[config.mk]
export PLATFORM = sky130hd
export DESIGN_NAME = chebyshev_horner_engine_flat
export DESIGN_NICKNAME = d
export VERILOG_FILES = /design/src/rtl/chebyshev_horner_engine_pkg.sv /design/src/rtl/chebyshev_horner_engine_if.sv /design/src/rtl/chebyshev_horner_engine_mac.sv /design/src/rtl/chebyshev_horner_engine.sv /design/src/flat_wrapper.sv
export SDC_FILE = /design/constraint.sdc
export NUM_CORES = 1
export LEC_CHECK = 0
export CAP_MARGIN = 20
export CORE_MARGIN = 2
export CORE_UTILIZATION = 54
export CTS_CLUSTER_SIZE = 16
export DETAILED_ROUTE_END_ITERATION = 10
export GPL_TIMING_DRIVEN = 0
export PLACE_DENSITY = 0.73
export SETUP_SLACK_MARGIN = 0.1
export SLEW_MARGIN = 10
export SYNTH_ARGS = -nofsm -noshare
export SYNTH_HDL_FRONTEND = slang
export SYNTH_SLANG_ARGS = --single-unit
[constraint.sdc]
create_clock -name clock -period 8.2 [get_ports clock]
set_input_delay 1.23 -clock clock [delete_from_list [all_inputs] [get_ports clock]]
set_output_delay 1.23 -clock clock [all_outputs]
set_load 0.02 [all_outputs]
[src/rtl/chebyshev_horner_engine_pkg.sv]
// Shared definitions for the Horner polynomial engine: FSM encoding, default
// formats and the sign-extend / round-half-up / saturate helpers.
package chebyshev_pkg;

    localparam int WL_DEF       = 16;
    localparam int CL_DEF       = 16;
    localparam int DEGREE_DEF   = 4;
    localparam int WIDENING_DEF = 3;

    typedef enum logic [1:0] {
        ST_IDLE = 2'd0,
        ST_MUL  = 2'd1,
        ST_ADD  = 2'd2,
        ST_DONE = 2'd3
    } state_e;

    function automatic int acc_width(input int cl, input int widening);
        return cl + widening;
    endfunction

    function automatic int addr_width(input int degree);
        return (degree < 2) ? 1 : $clog2(degree + 1);
    endfunction

    // Interpret the low w bits of v as a two's-complement number.
    function automatic logic signed [63:0] sext(input logic [63:0] v, input int unsigned w);
        logic signed [63:0] t;
        t = signed'(v << (64 - w));
        return t >>> (64 - w);
    endfunction

    function automatic logic signed [63:0] rnd_shr(input logic signed [63:0] v, input int unsigned sh);
        return (v + (64'sd1 <<< (sh - 1))) >>> sh;
    endfunction

    function automatic logic signed [63:0] sat(input logic signed [63:0] v, input int unsigned w);
        logic signed [63:0] hi;
        logic signed [63:0] lo;
        hi = (64'sd1 <<< (w - 1)) - 64'sd1;
        lo = -(64'sd1 <<< (w - 1));
        if (v > hi) begin
            return hi;
        end else if (v < lo) begin
            return lo;
        end else begin
            return v;
        end
    endfunction

endpackage

[src/rtl/chebyshev_horner_engine_if.sv]
// Control, coefficient-load and result signals of the Horner engine.
interface chebyshev_horner_engine_if #(
    parameter int WL = 16,
    parameter int CL = 16,
    parameter int AW = 19,
    parameter int AB = 3
);
    logic          coeff_we;
    logic [AB-1:0] coeff_addr;
    logic [CL-1:0] coeff_data;
    logic          start;
    logic [WL-1:0] data_in;
    logic          busy;
    logic          out_valid;
    logic          out_ready;
    logic [AW-1:0] data_out;
    logic          ovf;

    modport master (
        output coeff_we, coeff_addr, coeff_data, start, data_in, out_ready,
        input  busy, out_valid, data_out, ovf
    );

    modport slave (
        input  coeff_we, coeff_addr, coeff_data, start, data_in, out_ready,
        output busy, out_valid, data_out, ovf
    );
endinterface

[src/rtl/chebyshev_horner_engine_mac.sv]
// Combinational datapath: y*x rounded half-up and saturated, prod+c saturated.
module cheb_mac_round_sat
    import chebyshev_pkg::*;
#(
    parameter int WL = 16,
    parameter int CL = 16,
    parameter int AW = 19
) (
    input  logic [AW-1:0] y_i,
    input  logic [WL-1:0] x_i,
    input  logic [AW-1:0] prod_i,
    input  logic [CL-1:0] coef_i,
    output logic [AW-1:0] prod_o,
    output logic          mul_ovf_o,
    output logic [AW-1:0] sum_o,
    output logic          add_ovf_o
);
    logic signed [63:0] full_s;
    logic signed [63:0] rnd_s;
    logic signed [63:0] prod_sat_s;
    logic signed [63:0] sum_s;
    logic signed [63:0] sum_sat_s;

    // Product keeps WL-2 extra fraction bits, dropped by the rounding shift.
    always_comb begin
        full_s     = sext(64'(y_i), AW) * sext(64'(x_i), WL);
        rnd_s      = rnd_shr(full_s, WL - 2);
        prod_sat_s = sat(rnd_s, AW);
        sum_s      = sext(64'(prod_i), AW) + sext(64'(coef_i), CL);
        sum_sat_s  = sat(sum_s, AW);
    end

    assign prod_o    = AW'(prod_sat_s);
    assign mul_ovf_o = (prod_sat_s != rnd_s);
    assign sum_o     = AW'(sum_sat_s);
    assign add_ovf_o = (sum_sat_s != sum_s);
endmodule

[src/rtl/chebyshev_horner_engine.sv]
// Horner-recurrence polynomial evaluator with loadable coefficient bank,
// start/done handshake and sticky saturation flag.
module chebyshev_horner_engine
    import chebyshev_pkg::*;
#(
    parameter int WL       = WL_DEF,
    parameter int CL       = CL_DEF,
    parameter int DEGREE   = DEGREE_DEF,
    parameter int WIDENING = WIDENING_DEF
) (
    input  logic                      clock,
    input  logic                      reset,
    chebyshev_horner_engine_if.slave  bus
);
    localparam int AW = acc_width(CL, WIDENING);
    localparam int AB = addr_width(DEGREE);

    state_e        state_q, state_d;
    logic [WL-1:0] x_q;
    logic [AW-1:0] y_q;
    logic [AW-1:0] prod_q;
    logic [AB-1:0] k_q;
    logic [CL-1:0] coef_q [DEGREE+1];
    logic [AW-1:0] data_out_q;
    logic          out_valid_q;
    logic          ovf_q;
    logic          busy_s;
    logic [AW-1:0] prod_s;
    logic [AW-1:0] sum_s;
    logic          mul_ovf_s;
    logic          add_ovf_s;

    cheb_mac_round_sat #(.WL(WL), .CL(CL), .AW(AW)) u_mac (
        .y_i       (y_q),
        .x_i       (x_q),
        .prod_i    (prod_q),
        .coef_i    (coef_q[k_q]),
        .prod_o    (prod_s),
        .mul_ovf_o (mul_ovf_s),
        .sum_o     (sum_s),
        .add_ovf_o (add_ovf_s)
    );

    always_ff @(posedge clock) begin
        if (reset) begin
            state_q <= ST_IDLE;
        end else begin
            state_q <= state_d;
        end
    end

    always_comb begin
        state_d = state_q;
        case (state_q)
            ST_IDLE: if (bus.start) state_d = ST_MUL; else state_d = ST_IDLE;
            ST_MUL:  state_d = ST_ADD;
            ST_ADD:  if (k_q == AB'(0)) state_d = ST_DONE; else state_d = ST_MUL;
            ST_DONE: if (bus.out_ready) state_d = ST_IDLE; else state_d = ST_DONE;
            default: state_d = ST_IDLE;
        endcase
    end

    always_comb begin
        busy_s = (state_q != ST_IDLE);
    end

    always_ff @(posedge clock) begin
        if (reset) begin
            x_q         <= {WL{1'b0}};
            y_q         <= {AW{1'b0}};
            prod_q      <= {AW{1'b0}};
            k_q         <= {AB{1'b0}};
            data_out_q  <= {AW{1'b0}};
            out_valid_q <= 1'b0;
            ovf_q       <= 1'b0;
            for (int i = 0; i <= DEGREE; i++) coef_q[i] <= {CL{1'b0}};
        end else begin
            out_valid_q <= (state_d == ST_DONE);
            case (state_q)
                ST_IDLE: begin
                    if (bus.coeff_we && (int'(bus.coeff_addr) <= DEGREE)) begin
                        coef_q[bus.coeff_addr] <= bus.coeff_data;
                    end
                    if (bus.start) begin
                        x_q   <= bus.data_in;
                        y_q   <= AW'(sext(64'(coef_q[DEGREE]), CL));
                        k_q   <= AB'(DEGREE - 1);
                        ovf_q <= 1'b0;
                    end
                end
                ST_MUL: begin
                    prod_q <= prod_s;
                    if (mul_ovf_s) ovf_q <= 1'b1;
                end
                ST_ADD: begin
                    y_q <= sum_s;
                    if (add_ovf_s) ovf_q <= 1'b1;
                    // The final sum is latched as the result while entering DONE.
                    if (k_q == AB'(0)) begin
                        data_out_q <= sum_s;
                    end else begin
                        k_q <= k_q - AB'(1);
                    end
                end
                ST_DONE: begin
                end
                default: begin
                end
            endcase
        end
    end

    assign bus.busy      = busy_s;
    assign bus.out_valid = out_valid_q;
    assign bus.data_out  = data_out_q;
    assign bus.ovf       = ovf_q;
endmodule

[src/flat_wrapper.sv]
// flat-port wrapper written by rule: the top's interface ports become plain ports
module chebyshev_horner_engine_flat import chebyshev_pkg::*;
#(
    parameter int WL       = WL_DEF,
    parameter int CL       = CL_DEF,
    parameter int DEGREE   = DEGREE_DEF,
    parameter int WIDENING = WIDENING_DEF
)
  (clock, reset, bus_coeff_we, bus_coeff_addr, bus_coeff_data, bus_start, bus_data_in, bus_out_ready, bus_busy, bus_out_valid, bus_data_out, bus_ovf);
  chebyshev_horner_engine_if #(.WL(WL), .CL(CL), .AW((19)), .AB((3))) bus_i ();
  input  logic clock;
  input  logic reset;
  input wire logic [$bits(bus_i.coeff_we)-1:0] bus_coeff_we;
  input wire logic [$bits(bus_i.coeff_addr)-1:0] bus_coeff_addr;
  input wire logic [$bits(bus_i.coeff_data)-1:0] bus_coeff_data;
  input wire logic [$bits(bus_i.start)-1:0] bus_start;
  input wire logic [$bits(bus_i.data_in)-1:0] bus_data_in;
  input wire logic [$bits(bus_i.out_ready)-1:0] bus_out_ready;
  output wire logic [$bits(bus_i.busy)-1:0] bus_busy;
  output wire logic [$bits(bus_i.out_valid)-1:0] bus_out_valid;
  output wire logic [$bits(bus_i.data_out)-1:0] bus_data_out;
  output wire logic [$bits(bus_i.ovf)-1:0] bus_ovf;
  assign bus_i.coeff_we = bus_coeff_we;
  assign bus_i.coeff_addr = bus_coeff_addr;
  assign bus_i.coeff_data = bus_coeff_data;
  assign bus_i.start = bus_start;
  assign bus_i.data_in = bus_data_in;
  assign bus_i.out_ready = bus_out_ready;
  assign bus_busy = bus_i.busy;
  assign bus_out_valid = bus_i.out_valid;
  assign bus_data_out = bus_i.data_out;
  assign bus_ovf = bus_i.ovf;
  chebyshev_horner_engine #(.WL(WL), .CL(CL), .DEGREE(DEGREE), .WIDENING(WIDENING)) u_core (.clock(clock), .reset(reset), .bus(bus_i));
endmodule
======== Word level (Yosys, flattened, before mapping) ========
Memory sizes are Yosys's and may differ from the RTL's. A register that Yosys moved wholly into a read port is not among the register bits.
Index checks and enable logic that the tools add are counted.
cells by class
  shift-type cells ........................ 0
  add/subtract/negate cells ............... 3
  muxes and demuxes ....................... 28
  bitwise logic cells ..................... 0
  multiply operators ...................... 1
  order comparisons ....................... 5
  equal/unequal tests ..................... 10
  reduce and logical (&&, ||, !) cells .... 12
  divide/modulo/power cells ............... 0
operators with widths
  kind                                                   count
  two-way mux 64 bit                                     4
  inequality test 64 x 20 -> 1 bit                       1
  inequality test 64 x 22 -> 1 bit                       1
  case mux 19 bit (2 select lines)                       1
  adder 35 x 15 -> 36 bit, second input constant         1
  multiplier 19 x 16 -> 35 bit                           1
  > comparator 22 x 19 -> 1 bit, second input constant   1
  < comparator 22 x 19 -> 1 bit, second input constant   1
  adder 19 x 16 -> 20 bit                                1
  > comparator 20 x 19 -> 1 bit, second input constant   1
  < comparator 20 x 19 -> 1 bit, second input constant   1
  two-way mux 19 bit                                     1
  two-way mux 16 bit                                     1
  OR reduction 16 bit                                    1
  two-way mux 3 bit                                      5
  two-way mux 1 bit                                      11
  case mux 2 bit (4 select lines)                        1
  equality test 2 bit, second input constant             3
  case mux 3 bit (2 select lines)                        1
  AND reduction 2 bit                                    3
  two-way mux 2 bit                                      2
  inequality test 2 x 1 -> 1 bit, second input constant  2
  inequality test 2 bit, second input constant           2
  AND reduction 4 bit                                    1
  other kinds (10)                                       11
storage, ports and cells
  ROM bits ................................ 0
  bits in registers ....................... 80
  RAM bits ................................ 80
  output and inout bits ................... 22
  logic and storage cells ................. 68
  latch bits .............................. 0
  memories kept ........................... 1
memory list
  memory         depth  bits a word  rd ports  clocked after Yosys merged registers in  write ports  RTL line                       source
  u_core.coef_q  5      16           2         1                                        5            chebyshev_horner_engine.sv:23  logic [CL-1:0] coef_q [DEGREE+1];

======== Depth between registers and ports, before layout ========
Gate-level depths: netlist of run 1.
  depth in word-level cells ............... 8
  gate-level depth with buffers ........... 32

======== Modules after synthesis ========
Synthesis of run 1 repeated with hierarchy kept, for this count alone.
unflattened totals
  cells, all modules ...................... 2084
  area total of the unflattened synthesis .. 21304.2 um^2
modules (own cells, without submodules)
  module                   cells an instance  area an instance (um^2)  times used
  cheb_mac_round_sat       1444               12584.6                  1
  chebyshev_horner_engine  640                8719.6                   1

======== Worst setup path before layout of run 1 ========
Ideal clock, no wire load.
  path kind ............................... register to register
  start point ............................. register u_core.y_q[18]
  end point ............................... register u_core.ovf_q (netlist: u_core.bus.ovf)
  data arrival time ....................... 7206 ps
  path slack .............................. 878 ps
  path buffers ............................ 2
  stages on the path, launching flop included .. 27
  data required time ...................... 8084 ps
  cell sequence ........................... dfxtp_1 clkbuf_1 nand2_1 inv_1 fa_1 inv_1 fa_1 inv_1 fa_1 fa_1 fa_1 fa_1 ha_1 clkbuf_1 a21oi_1 nand2_1 a21oi_1 o221ai_1 or2_1 o311ai_2 nand3_1 or2_2 ha_1 inv_1 a221oi_1 a21oi_1 a41o_1
between the ends
  cells in the longest elaborated chain, start to end .. 8
ends and longest elaborated chain
  item                                          RTL line                           source
  start: declaration                            chebyshev_horner_engine.sv:20      logic [AW-1:0] y_q;
  start signal: assignment                      chebyshev_horner_engine.sv:70      y_q <= {AW{1'b0}};
  start signal: assignment                      chebyshev_horner_engine.sv:86      y_q <= AW'(sext(64'(coef_q[DEGREE]), CL));
  start signal: assignment                      chebyshev_horner_engine.sv:96      y_q <= sum_s;
  multiplier 19 x 16 -> 35 bit (*)              chebyshev_horner_engine_mac.sv:26  full_s = sext(64'(y_i), AW) * sext(64'(x_i), WL);
  adder 35 x 15 -> 36 bit (*)                   chebyshev_horner_engine_pkg.sv:33  return (v + (64'sd1 <<< (sh - 1))) >>> sh;
  < comparator 22 x 19 -> 1 bit                 chebyshev_horner_engine_pkg.sv:43  end else if (v < lo) begin
  two-way mux 64 bit                            chebyshev_horner_engine_pkg.sv:43
  two-way mux 64 bit                            chebyshev_horner_engine_pkg.sv:41  if (v > hi) begin
  inequality test 64 x 22 -> 1 bit (*)          chebyshev_horner_engine_mac.sv:34  assign mul_ovf_o = (prod_sat_s != rnd_s);
  inequality test 2 x 1 -> 1 bit (no line) (*)  --
  AND reduction 4 bit (no line) (*)             --
  end signal: assignment                        chebyshev_horner_engine.sv:75      ovf_q <= 1'b0;
  end signal: assignment                        chebyshev_horner_engine.sv:88      ovf_q <= 1'b0;
  end signal: assignment                        chebyshev_horner_engine.sv:93      if (mul_ovf_s) ovf_q <= 1'b1;
  end: declaration                              chebyshev_horner_engine.sv:26      logic ovf_q;
Mark *: on every way between the ends. The rest lies on a longest branch, timed or not.
A chain may end at the register's enable or synchronous reset.

======== Worst setup path in the final report of run 1 ========
  start point ............................. register u_core.y_q[14]
  end point ............................... register u_core.ovf_q (netlist: u_core.bus.ovf)
Same word-level chain as after synthesis.

==> flow_summary.toml, run 1 <==
[sta]
finalCritPeriodShare_pct = 95.47
rsz0062_at_grt = "no"
drv_slew = 0
skew_ns = 0.01369
worst_slew_pin_slew_ns = 1.013
holdWs_ns = 0.5012
layout_min_cycle_time_ns = 7.829
fmax_ghz = 0.1277
hold_viol = 0
slew_headroom_pct = 32.48
setup_viol = 0

[global_route]
use_met1_pct = 37.45
grt_start_max_net_pins = 17
met3_usage_pct = 4.681
globalRouteTotalUtil_pct = 29.50
use_met2_pct = 49.82
grt_pass1_vias = 16720
grt_antenna_before_repair = 0
grt_first_pass_wirelength_mm = 92.25
gr-max-usage-layer = "met2"
grt_overflow = 0

[critical_path]
crit_required_ns = 8.64
path_max_fanout = 10
crit_path_frequent_cell = "fa_1"
critPathSlowestCell = "fa_1"
worstSetupPathType = "reg -> reg"
max_stage_delay_ns = 0.53
crit_path_start_kind = "flip-flop"
critPathArrivalTime_ns = 8.27
end_kind = "flip-flop"

[placement]
portBuffers = 61
place.gp.congestion = 0.9674
dp_hpwl_mm = 46.42

[floorplan]
dieArea_um2 = 40610
core-area_um2 = 38560
initial_utilization_pct = 54.64
rows = 72
fp.dieH_um = 201.5
ios = 62
die_x_um = 201.5

[clock_tree]
cts_tree = "yes"
clockBufferDepth = 3
cts_sinks = 211
hold_buffers = 0
clock_latency_ns = 0.55
cts-buffers-inserted = 23
cts_root_buf = "clkbuf_16"
clk_pin_slew_ns = 0.06
htree_num_levels = 1

[logic_synthesis]
netlist_area_um2 = 21070
synth_flop_cell = "edfxtp_1"
synth_area_per_cell_um2 = 10.10
ys.warnings.count = 0
synth_edf_count = 128
synth.distinct_cells = 71
yosysTopAreaCell = "fa_1"
synth_cells = 2087
synth_top_area_share_pct = 29.46
synth.area.top_cells = "fa_1 (29%), edfxtp_1 (18%), dfxtp_1 (7.9%)"
synthArstFlopShare_pct = 0
yosysSeqAreaShare_pct = 26.13
synth-seq-cells = 211

[final_layout]
finalNetCount = 2700
final_cell_mix = "inv_1 (360), fa_1 (308), nand2_1 (226)"
layout-drive-gt1-share_pct = 10.72
fin_util_pct = 62.11
areaGrowthSynthToFinish_pct = 13.66
layout_commonest_cell = "inv_1"
num_antenna_cells = 0
fillers = 3224

[power]
ir_worst_vdd_mv = 0.1759
power.share.sequential_pct = 29.5
switching_share_pct = 39.73
intPower_w = 0.002755
p_per_area_nw_per_um2 = 190.9
p_switching_w = 0.001816
pwr-share-comb_pct = 45.0
power.total_w = 0.004571
leakagePower_nw = 10.92
p_clk_share_pct = 25.5

[routing]
wirelength_mm = 57.88
wire_per_inst_um = 20.86
antenna_left = 0
drt-vias-per-instance = 5.641
vias = 15650
dr.pass1.iters = 7
drc = 0
drt_first_iter_violations = 1180

[outcome]
status = "finished clean"

[hold_path]
hold_path.class = "reg -> reg"

[flow_run]
drv_cap = 0
[routing by layer]
| metal | wire (µm) | vias up |
|---|---|---|
| met1 | 22450 | 7850 |
| met5 | 0 | - |
| met2 | 28220 | 655 |
| met4 | 3222 | 0 |
| met3 | 3983 | 175 |
| li1 | - | 6974 |
[area by class of cell]
| class | instances | area [µm²] | area share (%) |
|---|---|---|---|
| well taps | 518 | 648.1 | 2.707 |
| clock inverters | 15 | 240.2 | 1.003 |
| plain buffers | 99 | 580.6 | 2.424 |
| clock buffers | 27 | 600.6 | 2.508 |
| inverters | 363 | 1373 | 5.732 |
| multi-input cells | 1459 | 14150 | 59.09 |
| flip-flops and latches | 211 | 5559 | 23.21 |
| repair buffers | 83 | 795.8 | 3.323 |
[synth_stat cells (13+ instances only)]
cell type,count
nor3_1,15
nand3_1,13
mux4_2,32
inv_1,362
nand2_1,227
nor2_1,85
xnor2_1,30
fa_1,310
a21o_1,17
edfxtp_1,128
a21oi_1,106
mux2_2,16
ha_1,110
clkbuf_1,89
and2_1,226
o21ai_0,36
dfxtp_1,83
[cells by family after synthesis]
logic type	share of synthesized area, %
AOI/OAI and AO/OA	8.439
xor gates and xnor gates	1.704
adders and majority gates	35.99
buffers and inverters	8.397
DFF	26.13
muxes	4.276
other	0.01780
and+or+nand+nor	15.05
[path summary, 6_finish.rpt]
kind / to / slack (ns) / depth (start not counted) / startpoint
max: u_core.bus.ovf / 0.37 / 26 / u_core.y_q[14]
min: u_core.prod_q[16] / 0.50 / 2 / u_core.prod_q[16]
max reg2reg: u_core.bus.ovf / 0.37 / 26 / u_core.y_q[14]
min reg2reg: u_core.prod_q[16] / 0.50 / 2 / u_core.prod_q[16]
[what timing repair did]
| item | in CTS | in global routing |
|---|---|---|
| endpoints found under the setup margin | 20 | 15 |
| buffers inserted | 3 | 15 |
| pin swaps | 2 | 11 |
| resized for setup | 90 | 102 |
| endpoints found under the hold margin | 0 | 0 |
| cloned | 0 | 0 |
[sequential cells by signal, summed over array words and instances (netlist names), named ones only]
name	cells
u_core.bus.data_out	19
u_core.x_q	16
u_core.coef_q	128
u_core.bus.out_valid	1
u_core.y_q	19
u_core.prod_q	19
u_core.state_q	2
u_core.bus.ovf	1
u_core.k_q	3
[worst max-delay path, delay by kind of cell (launching register included)]
family,cells,cell delay [ns]
AO/OA/AOI/OAI,4,0.99
XOR/XNOR,1,0.20
adder cells (fa/ha/maj),8,3.73
buffers and inverters,6,0.70
flip-flops,1,0.49
AND/OR/NAND/NOR,7,1.61
[power by group through the flow]
stage	clock, W	combinational (W)	sequential, W
2_1_floorplan	0	0.00133	0.00131
3_3_place_gp	0	0.00189	0.00136
3_5_place_dp	0	0.00191	0.00136
4_1_cts	0.00118	0.00197	0.00134
5_1_grt	0.00122	0.00225	0.00135
6_report	0.00117	0.00206	0.00135
[per-stage QoR]
stage	TNS, ns	setup WS (ns)	cells	instance area [µm²]
2_1_floorplan	0	0.8778	2134	21250
3_3_place_gp	-6.136	-0.6152	2713	22500
3_5_place_dp	-7.255	-0.6577	2716	22550
5_1_grt	0	0.09377	2775	23950
4_1_cts	0	0.1062	2760	23610
6_report	0	0.3715	2775	23950
No activity file was read; power rests on OpenSTA's default activity.
==> run 2, diff against run 1 <==
==> constraint.sdc (replaced) <==
create_clock -name clock -period 8.2 [get_ports clock]
set_input_delay 1.64 -clock clock [delete_from_list [all_inputs] [get_ports clock]]
set_output_delay 1.64 -clock clock [all_outputs]
set_load 0.02 [all_outputs]
==> results of run 2 <==
The final DEF is identical to that of run 1; final timing and power are the same.
==> run 3, diff against run 2 <==
- CTS_CLUSTER_DIAMETER: not set -> 50
==> run 3 against run 2 <==
  * Final cell count fell by 0.22%
  * Sequential share of layout area increased by 0.12 points
  * Final area shrank 0.53%
  * Largest power group unchanged
  * Setup slack got worse by 0.066 ns
  * Highest routed layer unchanged
  * Clock power is 13% lower
  * Non-clock buffer count did not move
  * Register-to-register slack worse by 0.07 ns
  * Critical path depth rose by 3
  * Via count down 0.40%
  * Fmax fell by 0.84%
  * Clock skew up 0.027 ns
  * Sequential cell count is the same
==> flow_summary.toml, run 3 (same netlist as run 1, synthesis figures left out) <==
[outcome]
status = "finished clean"

[critical_path]
crit_path_frequent_cell = "fa_1"
critPathSlowestCell = "fa_1"
crit_required_ns = 8.66
path_max_fanout = 10
max_stage_delay_ns = 0.54
end_kind = "flip-flop"
worstSetupPathType = "reg -> reg"
startpoint = "u_core.y_q[14]"
critPathArrivalTime_ns = 8.35
r2r_start = "u_core.y_q[14]"
path_delay_family = "adder cells"
critPathBufInv = 8
crit_path_start_kind = "flip-flop"

[clock_tree]
cts_tree = "yes"
cts_sinks = 211
htree_num_levels = 1
clk_pin_slew_ns = 0.07
clockBufferDepth = 3
cts-buffers-inserted = 22
clock_latency_ns = 0.56
cts_root_buf = "clkbuf_16"

[sta]
rsz0062_at_grt = "no"
worst_slew_pin_slew_ns = 1.009
skew_ns = 0.04082
fin_setup_tns_ns = 0
drv_slew = 0
setup_viol = 0
finalCritPeriodShare_pct = 96.27
setup_ws_ns = 0.3055
fmax_ghz = 0.1267
slew_headroom_pct = 32.73
hold_viol = 0
layout_min_cycle_time_ns = 7.895

[floorplan]
core-area_um2 = 38560
ios = 62
fp.dieH_um = 201.5
initial_utilization_pct = 54.64
die_x_um = 201.5
dieArea_um2 = 40610
rows = 72

[final_layout]
regMostFlops = "u_core.coef_q"
num_antenna_cells = 0
areaGrowthSynthToFinish_pct = 13.05
layout-drive-gt1-share_pct = 10.53
fin_area_um2 = 23820
finalNetCount = 2699
largest_reg_flops = 128
layout_commonest_cell = "inv_1"
layout.cells.non_filler = 2769
final_cell_mix = "inv_1 (360), fa_1 (308), nand2_1 (226)"

[power]
ir_worst_vdd_mv = 0.1677
leakagePower_nw = 10.86
p_per_area_nw_per_um2 = 185.3

[routing]
vias = 15590
drt-vias-per-instance = 5.631
antenna_left = 0
drc = 0
wire_per_inst_um = 20.89
drt_first_iter_violations = 1223
wirelength_mm = 57.85
dr.pass1.iters = 5

[placement]
dpl_worst_slack_ns = -0.6577
dp_hpwl_mm = 46.42
place.gp.congestion = 0.9674
dp_cells = 2716
dpl_cell_area_um2 = 22550
portBuffers = 61

[hold_path]
hold_path_startpoint = "u_core.prod_q[16]"
hold_path.class = "reg -> reg"

[global_route]
grt_first_pass_wirelength_mm = 91.85
globalRouteTotalUtil_pct = 29.33
grt_overflow = 0
grt_start_max_net_pins = 17
grt_pass1_vias = 16740
grt_antenna_before_repair = 0

[flow_run]
drv_cap = 0
[run 3: worst min-delay path: cells and delay by family, from the launching register on]
family	cells	cell delay, ns
simple gates	2	0.14
flops	1	0.32
[run 3: worst paths after layout]
kind,to,slack (ns),cells after the start
hold / removal,u_core.prod_q[16],0.50,2
setup / recovery,u_core.bus.ovf,0.31,29
setup reg to reg,u_core.bus.ovf,0.31,29
hold reg to reg,u_core.prod_q[16],0.50,2
[run 3: timing repair]
action,4_1_cts,5_1_grt
pin swaps,2,8
buffers inserted,3,14
hold buffers,0,0
gates resized for setup,72,134
endpoints found under the setup margin,20,15
[run 3: power by group]
group | switching [W] | internal (W)
Combinational | 0.00125 | 0.000797
Sequential | 0.000113 | 0.00123
Clock | 0.000446 | 0.000574
[run 3: routing by layer]
metal	track usage, %	wire, µm
met5	0	0
met4	13.31	2608
met3	4.940	4040
met2	49.93	28780
met1	36.84	22420
[run 3: area by class of cell]
| type | instances | area, µm² |
|---|---|---|
| inverters | 363 | 1373 |
| flip-flops and latches | 211 | 5559 |
| well taps | 518 | 648.1 |
| clock inverters | 12 | 160.2 |
| repair buffers | 83 | 789.5 |
| fillers | 3236 | 14740 |
| clock buffers | 24 | 568.0 |
| multi-input cells | 1459 | 14120 |
| plain buffers | 99 | 596.8 |
[run 3: metrics by stage]
step                utilization [%]  hold slack (ns)  total power [W]
floorplan                         -           0.4506         0.002646
global placement              58.37           0.4881         0.003254
detailed placement            58.49           0.4851         0.003275
CTS                           60.83           0.4965         0.004343
global route                  61.78           0.5034         0.004658
finish                        61.78           0.5019         0.004414
